## src/rtl/exec_datapath_if.sv

```systemverilog
// Execute-stage bus between the CPU core (master) and exec_datapath (slave).
// Carries the issued instruction, its operands, the decoded read addresses and the write-back results.
interface exec_datapath_if;
  logic       instr_valid;
  logic [7:0] instruction;
  logic [7:0] pc;
  logic [1:0] reg_addr_0;
  logic [1:0] reg_addr_1;
  logic [7:0] op_a;
  logic [7:0] op_b;
  logic       wb_valid;
  logic       wb_en;
  logic [1:0] wb_addr;
  logic [7:0] wb_data;
  logic       jump;
  logic       overflow;

  modport master (
    output instr_valid, instruction, pc, op_a, op_b,
    input  reg_addr_0, reg_addr_1,
    input  wb_valid, wb_en, wb_addr, wb_data, jump, overflow
  );

  modport slave (
    input  instr_valid, instruction, pc, op_a, op_b,
    output reg_addr_0, reg_addr_1,
    output wb_valid, wb_en, wb_addr, wb_data, jump, overflow
  );
endinterface

```

## src/rtl/exec_datapath.sv

```systemverilog
// Execute/memory stage of the 8-bit 4-register CPU: decoder, ALU and 256x8 data memory.
// Optional macro DMEM_RESET_CLEAR_EN: reset also clears the data memory.
module exec_datapath (
  input  logic           clk,
  input  logic           rst_n,
  exec_datapath_if.slave bus
);
  localparam int unsigned DW         = 8;
  localparam int unsigned RW         = 2;
  localparam int unsigned OPW        = 4;
  localparam int unsigned DMEM_DEPTH = 256;

  localparam logic [OPW-1:0] OP_ADD  = 4'h0;
  localparam logic [OPW-1:0] OP_SUB  = 4'h1;
  localparam logic [OPW-1:0] OP_AND  = 4'h2;
  localparam logic [OPW-1:0] OP_OR   = 4'h3;
  localparam logic [OPW-1:0] OP_XOR  = 4'h4;
  localparam logic [OPW-1:0] OP_SLT  = 4'h5;
  localparam logic [OPW-1:0] OP_SLL  = 4'h6;
  localparam logic [OPW-1:0] OP_SRL  = 4'h7;
  localparam logic [OPW-1:0] OP_MOV  = 4'h8;
  localparam logic [OPW-1:0] OP_ADDI = 4'h9;
  localparam logic [OPW-1:0] OP_LW   = 4'hA;
  localparam logic [OPW-1:0] OP_SW   = 4'hB;
  localparam logic [OPW-1:0] OP_BEQ  = 4'hC;
  localparam logic [OPW-1:0] OP_BNE  = 4'hD;
  localparam logic [OPW-1:0] OP_J    = 4'hE;
  localparam logic [OPW-1:0] OP_JAL  = 4'hF;

  logic [OPW-1:0] w_opcode;
  logic [RW-1:0]  w_fa;
  logic [RW-1:0]  w_fb;
  logic [RW-1:0]  w_ra0;
  logic [RW-1:0]  w_ra1;
  logic [RW-1:0]  w_dest;
  logic           w_we;
  logic [DW-1:0]  w_add;
  logic [DW-1:0]  w_sub;
  logic [DW-1:0]  w_addi;
  logic [DW-1:0]  w_load;
  logic [DW-1:0]  w_result;
  logic           w_ovf;
  logic           w_jump;
  logic           w_mem_we;

  logic [DW-1:0]  r_mem [DMEM_DEPTH];
  logic           r_wb_valid;
  logic           r_wb_en;
  logic [RW-1:0]  r_wb_addr;
  logic [DW-1:0]  r_wb_data;
  logic           r_jump;
  logic           r_ovf;

  assign w_opcode = bus.instruction[7:4];
  assign w_fa     = bus.instruction[3:2];
  assign w_fb     = bus.instruction[1:0];

  // Register-address decode; unused read ports drive 0
  always_comb begin
    w_ra0  = '0;
    w_ra1  = '0;
    w_dest = '0;
    w_we   = 1'b0;
    case (w_opcode)
      OP_ADDI: begin
        w_ra0  = w_fa;
        w_dest = w_fa;
        w_we   = 1'b1;
      end
      OP_LW: begin
        w_ra0  = w_fb;
        w_dest = w_fa;
        w_we   = 1'b1;
      end
      OP_SW: begin
        w_ra0 = w_fb;
        w_ra1 = w_fa;
      end
      OP_BEQ, OP_BNE: begin
        w_ra0 = w_fa;
        w_ra1 = w_fb;
      end
      OP_J: begin
      end
      OP_JAL: begin
        w_dest = 2'b11;
        w_we   = 1'b1;
      end
      default: begin
        w_ra0  = w_fa;
        w_ra1  = w_fb;
        w_dest = w_fa;
        w_we   = 1'b1;
      end
    endcase
  end

  assign bus.reg_addr_0 = w_ra0;
  assign bus.reg_addr_1 = w_ra1;

  assign w_add  = bus.op_a + bus.op_b;
  assign w_sub  = bus.op_a - bus.op_b;
  assign w_addi = bus.op_a + DW'(w_fb);
  assign w_load = r_mem[bus.op_a];

  // ALU, overflow, branch resolution and store enable
  always_comb begin
    w_result = '0;
    w_ovf    = 1'b0;
    w_jump   = 1'b0;
    w_mem_we = 1'b0;
    case (w_opcode)
      OP_ADD: begin
        w_result = w_add;
        w_ovf    = (bus.op_a[7] == bus.op_b[7]) && (w_add[7] != bus.op_a[7]);
      end
      OP_SUB: begin
        w_result = w_sub;
        w_ovf    = (bus.op_a[7] != bus.op_b[7]) && (w_sub[7] != bus.op_a[7]);
      end
      OP_AND:  w_result = bus.op_a & bus.op_b;
      OP_OR:   w_result = bus.op_a | bus.op_b;
      OP_XOR:  w_result = bus.op_a ^ bus.op_b;
      OP_SLT:  w_result = DW'($signed(bus.op_a) < $signed(bus.op_b));
      OP_SLL:  w_result = bus.op_a << bus.op_b[2:0];
      OP_SRL:  w_result = bus.op_a >> bus.op_b[2:0];
      OP_MOV:  w_result = bus.op_b;
      OP_ADDI: begin
        w_result = w_addi;
        // immediate is non-negative, so only a positive-to-negative wrap overflows
        w_ovf    = !bus.op_a[7] && w_addi[7];
      end
      OP_LW:   w_result = w_load;
      OP_SW:   w_mem_we = bus.instr_valid;
      OP_BEQ:  w_jump = (bus.op_a == bus.op_b);
      OP_BNE:  w_jump = (bus.op_a != bus.op_b);
      OP_J:    w_jump = 1'b1;
      OP_JAL: begin
        w_result = bus.pc + DW'(1);
        w_jump   = 1'b1;
      end
      default: w_result = '0;
    endcase
  end

  // Data memory; the load path reads before this edge's store lands
`ifdef DMEM_RESET_CLEAR_EN
  always_ff @(posedge clk or negedge rst_n) begin
    if (!rst_n) begin
      for (int i = 0; i < int'(DMEM_DEPTH); i++) r_mem[i] <= '0;
    end else if (w_mem_we) begin
      r_mem[bus.op_a] <= bus.op_b;
    end
  end
`else
  always_ff @(posedge clk) begin
    if (w_mem_we) r_mem[bus.op_a] <= bus.op_b;
  end
`endif

  // Write-back registers; idle cycles drop strobes and hold payload
  always_ff @(posedge clk or negedge rst_n) begin
    if (!rst_n) begin
      r_wb_valid <= 1'b0;
      r_wb_en    <= 1'b0;
      r_wb_addr  <= '0;
      r_wb_data  <= '0;
      r_jump     <= 1'b0;
      r_ovf      <= 1'b0;
    end else begin
      r_wb_valid <= bus.instr_valid;
      if (bus.instr_valid) begin
        r_wb_en   <= w_we;
        r_wb_addr <= w_dest;
        r_wb_data <= w_result;
        r_jump    <= w_jump;
        r_ovf     <= w_ovf;
      end else begin
        r_wb_en <= 1'b0;
        r_jump  <= 1'b0;
      end
    end
  end

  assign bus.wb_valid = r_wb_valid;
  assign bus.wb_en    = r_wb_en;
  assign bus.wb_addr  = r_wb_addr;
  assign bus.wb_data  = r_wb_data;
  assign bus.jump     = r_jump;
  assign bus.overflow = r_ovf;
endmodule

```

## src/flat_wrapper.sv

```systemverilog
// flat-port wrapper written by rule: the top's interface ports become plain ports
module exec_datapath_flat 
  (clk, rst_n, bus_instr_valid, bus_instruction, bus_pc, bus_op_a, bus_op_b, bus_reg_addr_0, bus_reg_addr_1, bus_wb_valid, bus_wb_en, bus_wb_addr, bus_wb_data, bus_jump, bus_overflow);
  exec_datapath_if bus_i ();
  input  logic clk;
  input  logic rst_n;
  input wire logic [$bits(bus_i.instr_valid)-1:0] bus_instr_valid;
  input wire logic [$bits(bus_i.instruction)-1:0] bus_instruction;
  input wire logic [$bits(bus_i.pc)-1:0] bus_pc;
  input wire logic [$bits(bus_i.op_a)-1:0] bus_op_a;
  input wire logic [$bits(bus_i.op_b)-1:0] bus_op_b;
  output wire logic [$bits(bus_i.reg_addr_0)-1:0] bus_reg_addr_0;
  output wire logic [$bits(bus_i.reg_addr_1)-1:0] bus_reg_addr_1;
  output wire logic [$bits(bus_i.wb_valid)-1:0] bus_wb_valid;
  output wire logic [$bits(bus_i.wb_en)-1:0] bus_wb_en;
  output wire logic [$bits(bus_i.wb_addr)-1:0] bus_wb_addr;
  output wire logic [$bits(bus_i.wb_data)-1:0] bus_wb_data;
  output wire logic [$bits(bus_i.jump)-1:0] bus_jump;
  output wire logic [$bits(bus_i.overflow)-1:0] bus_overflow;
  assign bus_i.instr_valid = bus_instr_valid;
  assign bus_i.instruction = bus_instruction;
  assign bus_i.pc = bus_pc;
  assign bus_i.op_a = bus_op_a;
  assign bus_i.op_b = bus_op_b;
  assign bus_reg_addr_0 = bus_i.reg_addr_0;
  assign bus_reg_addr_1 = bus_i.reg_addr_1;
  assign bus_wb_valid = bus_i.wb_valid;
  assign bus_wb_en = bus_i.wb_en;
  assign bus_wb_addr = bus_i.wb_addr;
  assign bus_wb_data = bus_i.wb_data;
  assign bus_jump = bus_i.jump;
  assign bus_overflow = bus_i.overflow;
  exec_datapath u_core (.clk(clk), .rst_n(rst_n), .bus(bus_i));
endmodule
```

## config.mk

```make
export PLATFORM = sky130hd
export DESIGN_NAME = exec_datapath_flat
export DESIGN_NICKNAME = d
export VERILOG_FILES = /design/src/rtl/exec_datapath_if.sv /design/src/rtl/exec_datapath.sv /design/src/flat_wrapper.sv
export SDC_FILE = /design/constraint.sdc
export NUM_CORES = 2
export LEC_CHECK = 0
export ABC_CLOCK_PERIOD_IN_PS = 3100
export CAP_MARGIN = 20
export CORE_UTILIZATION = 25
export DETAILED_ROUTE_END_ITERATION = 6
export SLEW_MARGIN = 20
export SYNTH_ARGS = -nofsm -noshare
export SYNTH_HDL_FRONTEND = slang
export SYNTH_SLANG_ARGS = --single-unit
export TNS_END_PERCENT = 100
```

## constraint.sdc

```tcl
create_clock -name clk -period 3.1 [get_ports clk]
set_input_delay 0.62 -clock clk [delete_from_list [all_inputs] [get_ports clk]]
set_output_delay 0.62 -clock clk [all_outputs]
set_load 0.05 [all_outputs]
```

# == Word level (Yosys, flattened, before mapping) ==
# Memories as Yosys holds them, arrays and structs flattened.
# Cells that the tools add are included.
# classes
shifts,2
n_reduce_logical,9
n_eq_ne,21
magnitude_cmp,1
n_mux,12
bitwise,3
add_sub_neg,4
# ops
op,count
case mux 8 bit (12 select lines),1
"== test 4 bit, second input constant",8
"== test 4 x 3 -> 1 bit, second input constant",4
case mux 2 bit (2 select lines),3
"adder 8 x 1 -> 8 bit, second input constant",1
adder 8 x 2 -> 8 bit,1
adder 8 bit,1
AND 8 bit,1
"== test 4 x 2 -> 1 bit, second input constant",2
== test 8 bit,1
less-than comparator 8 bit,1
!= test 8 bit,1
bitwise OR 8 bit,1
OR reduction 4 bit,2
left shift 8 x 3 -> 8 bit,1
right shift 8 x 3 -> 8 bit,1
subtractor 8 bit,1
XOR 8 bit,1
two-way mux 1 bit,6
case mux 1 bit (3 select lines),2
"== test 4 x 1 -> 1 bit, second input constant",1
logical NOT 4 bit,1
OR reduction 2 bit,2
logical AND 1 bit,3
other kinds (3),5
# totals
ram_bits,2048
out_inout_bits,18
wordCells,59
regBits,14
in_bits,35
memories,1
# memory_table
name,words,width,rd,rd_clocked_by_memory_dff,wr,line,rtl
u_core.r_mem,256,8,1,0,1,exec_datapath.sv:46,logic [DW-1:0] r_mem [DMEM_DEPTH];

# == Logic depth before layout (Yosys ltp) ==
# depth
depth_word,4
mapped_depth,15
ltp_nobuf,11

# == Worst setup path before layout ==
# No wires, ideal clock.
# synth_timing
path_type,input to register
startpoint,input bus_op_a[3]
endpoint,"register u_core.r_wb_data[4], in the netlist u_core.bus.wb_data[4]"
t_arrival_ps,3549
cell_stages,14
n_path_buf,5
setup_slack_ps,-579
setup_ps,130
t_required_ps,2970
cell_sequence,buf_2 > inv_2 > buf_2 > buf_4 > buf_2 > buf_2 > ha_1 > inv_1 > o21a_1 > o32ai_1 > a2111oi_0 > nand4b_1 > a32oi_1 > o21ai_0
# synth_via
elab_chain_len,2
word_cells_on_any_way,7
classes_between,add/sub: 3; shift: 2; mux: 1; memory: 1
# synth_lines
element,line,rtl
"start, declared",flat_wrapper.sv:10,input wire logic [$bits(bus_i.op_a)-1:0] bus_op_a;
"memory (256 x 8 bit), or another cell as far along",--,
case mux 8 bit (12 select lines) *,exec_datapath.sv:112,case (w_opcode)
"end signal, assigned",exec_datapath.sv:175,r_wb_data <= w_result;
"end, declared",exec_datapath.sv:50,logic [DW-1:0] r_wb_data;
# Mark *: on every way between the ends. The rest lies on a longest branch, timed or not.
# A chain may end at the register's enable or synchronous reset.

# == Final worst setup path ==
# layout_timing
startpoint,input bus_op_a[0]
endpoint,"register u_core.r_wb_data[2], in the netlist u_core.bus.wb_data[2]"
# The elaborated chain is that of the path after synthesis.

==> impl_metrics.tcl <==
set metrics [dict create \
    finalNetCount 4806 \
    synth_seq_cells 2062 \
    relSlewSlack_pct 28.7 \
    ys_seq_area_share_pct 75.3 \
    wl_mm 236 \
    clock.fmax_ghz 0.328 \
    crit_fanout 19 \
    leakage_nw 32.8 \
    antenna_found_initial 9 \
    fin_crit_sh_pct 98.2 \
    ant_nets 0 \
    synthToLayoutAreaGrowth_pct 24.7 \
    end_kind "flop" \
    multi_input_comb_area_sq_um 19200 \
    clock-sinks 2062 \
    dieHeight_um 575 \
    peakVddDrop_uv 555 \
    rsz0062_at_grt "true" \
    gr-total-overflow 0 \
    grt_max_degree 171 \
    portBuffers 52 \
    htree_levels 4 \
    cts.clk_slew.worst_paths_ns 0.07 \
    ys_types 74 \
    syn_nets 3905 \
    synth.avg_cell_area_sq_um 21.4 \
    postCtsSetupBuffers 0 \
    cts_buffer_depth 3 \
    synth_top_area_share_pct 74.9 \
    clockRootBuffer "clkbuf_16" \
    cellPowerDensity_nw_per_um2 585 \
    synth.largest_area_cell "edfxtp_1" \
    synth-main-ff-cell "edfxtp_1" \
    status "finished with violations" \
    grt_pass1_wl_mm 335 \
    firstDrtPassIters 7 \
    drt-initial-drc-count 5147 \
    ys.warnings.count 0 \
    core-area_sq_um 327000 \
    initial_core_util_pct 25.1 \
    synth.most_common_cell "edfxtp_1" \
    drive_gt1_share_pct 38.6 \
    p_sw_w 0.0131 \
    cts_buffers 205 \
    internal-power_w 0.0468 \
    synth_edf_count 2048 \
    rows 210 \
    finalClockSkew_ns 0.0286 \
    cp_slowest_cell "or4_1" \
    detailed_place_hpwl_mm 162 \
    gp_congestion 0.926 \
    grt_pass1_vias 44300 \
    setup-violations-final 0 \
    synth_area_leaders "edfxtp_1, mux4_2, nor2_1" \
    grtUsageTotal_pct 14.0 \
    ioPinCount 53 \
    required_ns 3.82 \
    drc 3 \
    violations "DRC" \
    clk_latency_ns 0.85 \
    maxSlewViolCount 0 \
    via_count 43700 \
    fin_hold_ws_ns 0.0875 \
    cts_tree "yes" \
    combPwrFrac_pct 6.5 \
    syn_area_sq_um 82100 \
    hold_path_class "in -> reg" \
    path_class "in -> reg" \
    seq_area_sq_um 61800 \
    crit_family "compound AO/OA/AOI/OAI gates" \
    postPlaceCellArea_sq_um 95500 \
    hold_viol_final 0 \
    worst_path_largest_cell_delay_ns 0.50 \
    final_area_sq_um 102000 \
    syn_inst 3836 \
    p_sw_share_pct 21.9 \
    path_common_cell "buf_12" \
    arrival_ns 3.76 \
    maxCapViolCount 0 \
    synth_async_sr_flop_share_pct 0.679 \
    wl_per_cell_um 25.5 \
    startpoint_type "primary input" \
    max_slew.worst_pin.slew_ns 1.07 \
    synthTopCellsByCount "edfxtp_1, mux4_2, nor2_1" \
    layout_min_cycle_time_ns 3.05 \
    dieWidth_um 575 \
    viasPerCell 4.73 \
    p_clk_share_pct 42.2 \
    fp.dieArea_sq_um 331000 \
    path_cells "buf_8, buf_12, buf_12, ha_1, fa_1, a221o_1, nand2_1, o211ai_1, buf_4, or4_1, a211oi_2, a221oi_1" \
    p_seq_share_pct 51.3 \
    worst-path-buf-inv 4 \
    n_fill_cell 31200 \
]
[state kept, by name, summed over array words and instances (netlist names)]
name / cells
u_core.bus.wb_data: 8
u_core.bus.wb_en: 1
u_core.r_mem: 2048
u_core.bus.wb_valid: 1
u_core.bus.jump: 1
u_core.bus.wb_addr: 2
u_core.bus.overflow: 1
[stage by stage]
step | util (%) | setup WS, ns | power (W) | TNS, ns | cells
finish | 31.3 | 0.0546 | 0.0599 | 0 | 9252
CTS | 31.3 | 0.0266 | 0.0604 | 0 | 9248
floorplan | - | -0.203 | 0.0331 | -105.85 | 3836
detailed placement | 29.2 | -1.10 | 0.0352 | -497.10 | 8874
global placement | 29.2 | -1.08 | 0.0352 | -487.72 | 8874
global route | 31.3 | -0.0328 | 0.0615 | -0.0328 | 9251
[worst paths after layout]
check                                                  startpoint                                 to  slack [ns]  depth (start not counted)
worst min-delay path                                  bus_op_b[1]     u_core.r_mem[124][1]$_DFFE_PP_        0.09                          1
min in group asynchronous                                   rst_n  u_core.bus.wb_addr[1]$_DFFE_PN0P_        0.35                          1
worst max-delay path                                  bus_op_a[0]  u_core.bus.wb_data[2]$_DFFE_PN0P_        0.05                         12
max in group asynchronous                                   rst_n  u_core.bus.wb_data[3]$_DFFE_PN0P_        2.10                          1
worst max register to register     u_core.r_mem[158][7]$_DFFE_PP_  u_core.bus.wb_data[7]$_DFFE_PN0P_        0.09                          8
worst min register to register  u_core.bus.wb_addr[1]$_DFFE_PN0P_  u_core.bus.wb_addr[1]$_DFFE_PN0P_        0.52                          2
[routing by layer]
layer / global-route usage, % / vias to the layer above / wire [um]
li1: - / 17900 / -
met1: 19.1 / 23400 / 97200
met2: 22.5 / 1989 / 112000
met3: 2.88 / 379 / 19700
met4: 4.54 / 2 / 7690
met5: 0 / - / 18
[final cells by class]
class	count	share of cell area [%]
antenna	2	0.00489
clock inverter	131	1.51
tap	4346	5.31
sequential	2062	60.4
timing repair buffer	933	8.68
multi-input combinational	1498	18.8
inverter	37	0.143
clock buffer	243	5.19
[cell usage in the layout, fill, tap and decap left out, types with 10 or more instances in the layout]
| master | count |
|---|---|
| nand2_2 | 13 |
| nand3_1 | 34 |
| clkbuf_1 | 36 |
| nand4_1 | 16 |
| bufinv_16 | 27 |
| nor3_1 | 32 |
| nand2_1 | 76 |
| a21oi_1 | 48 |
| clkbuf_16 | 207 |
| buf_12 | 135 |
| nand2b_1 | 11 |
| nor2_2 | 56 |
| o21ai_0 | 23 |
| a22oi_1 | 40 |
| clkdlybuf4s50_1 | 32 |
| nor2_1 | 223 |
| xnor2_1 | 11 |
| buf_4 | 747 |
| nor2b_1 | 25 |
| clkinv_1 | 45 |
| inv_1 | 31 |
| clkinvlp_4 | 10 |
| a211oi_1 | 10 |
| ha_1 | 29 |
| nor2_4 | 13 |
| dfrtp_1 | 14 |
| mux2i_1 | 47 |
| clkinv_2 | 32 |
| edfxtp_1 | 2048 |
| mux4_2 | 595 |
| o22ai_1 | 14 |
[what timing repair did]
action	4_1_cts	5_1_grt
hold buffers	0	0
pin swaps	0	2
endpoints found under the setup margin	4	5
resized for setup	5	7
[cells by family after synthesis]
group                      synth area share [%]
adders and majority gates                 0.545
and+or+nand+nor                            3.05
AOI/OAI and AO/OA                          2.10
muxes                                      17.1
DFF                                        75.3
buffers and inverters                      1.75
xor gates and xnor gates                  0.149
[power groups by stage]
stage | registers (W) | clock network (W) | logic, W
CTS | 0.0307 | 0.0257 | 0.00389
global route | 0.0307 | 0.0267 | 0.00407
finish | 0.0307 | 0.0253 | 0.00391
detailed placement | 0.0313 | 0 | 0.00388
floorplan | 0.0314 | 0 | 0.00173
global placement | 0.0313 | 0 | 0.00384
No activity file was read; power rests on OpenSTA's default activity.
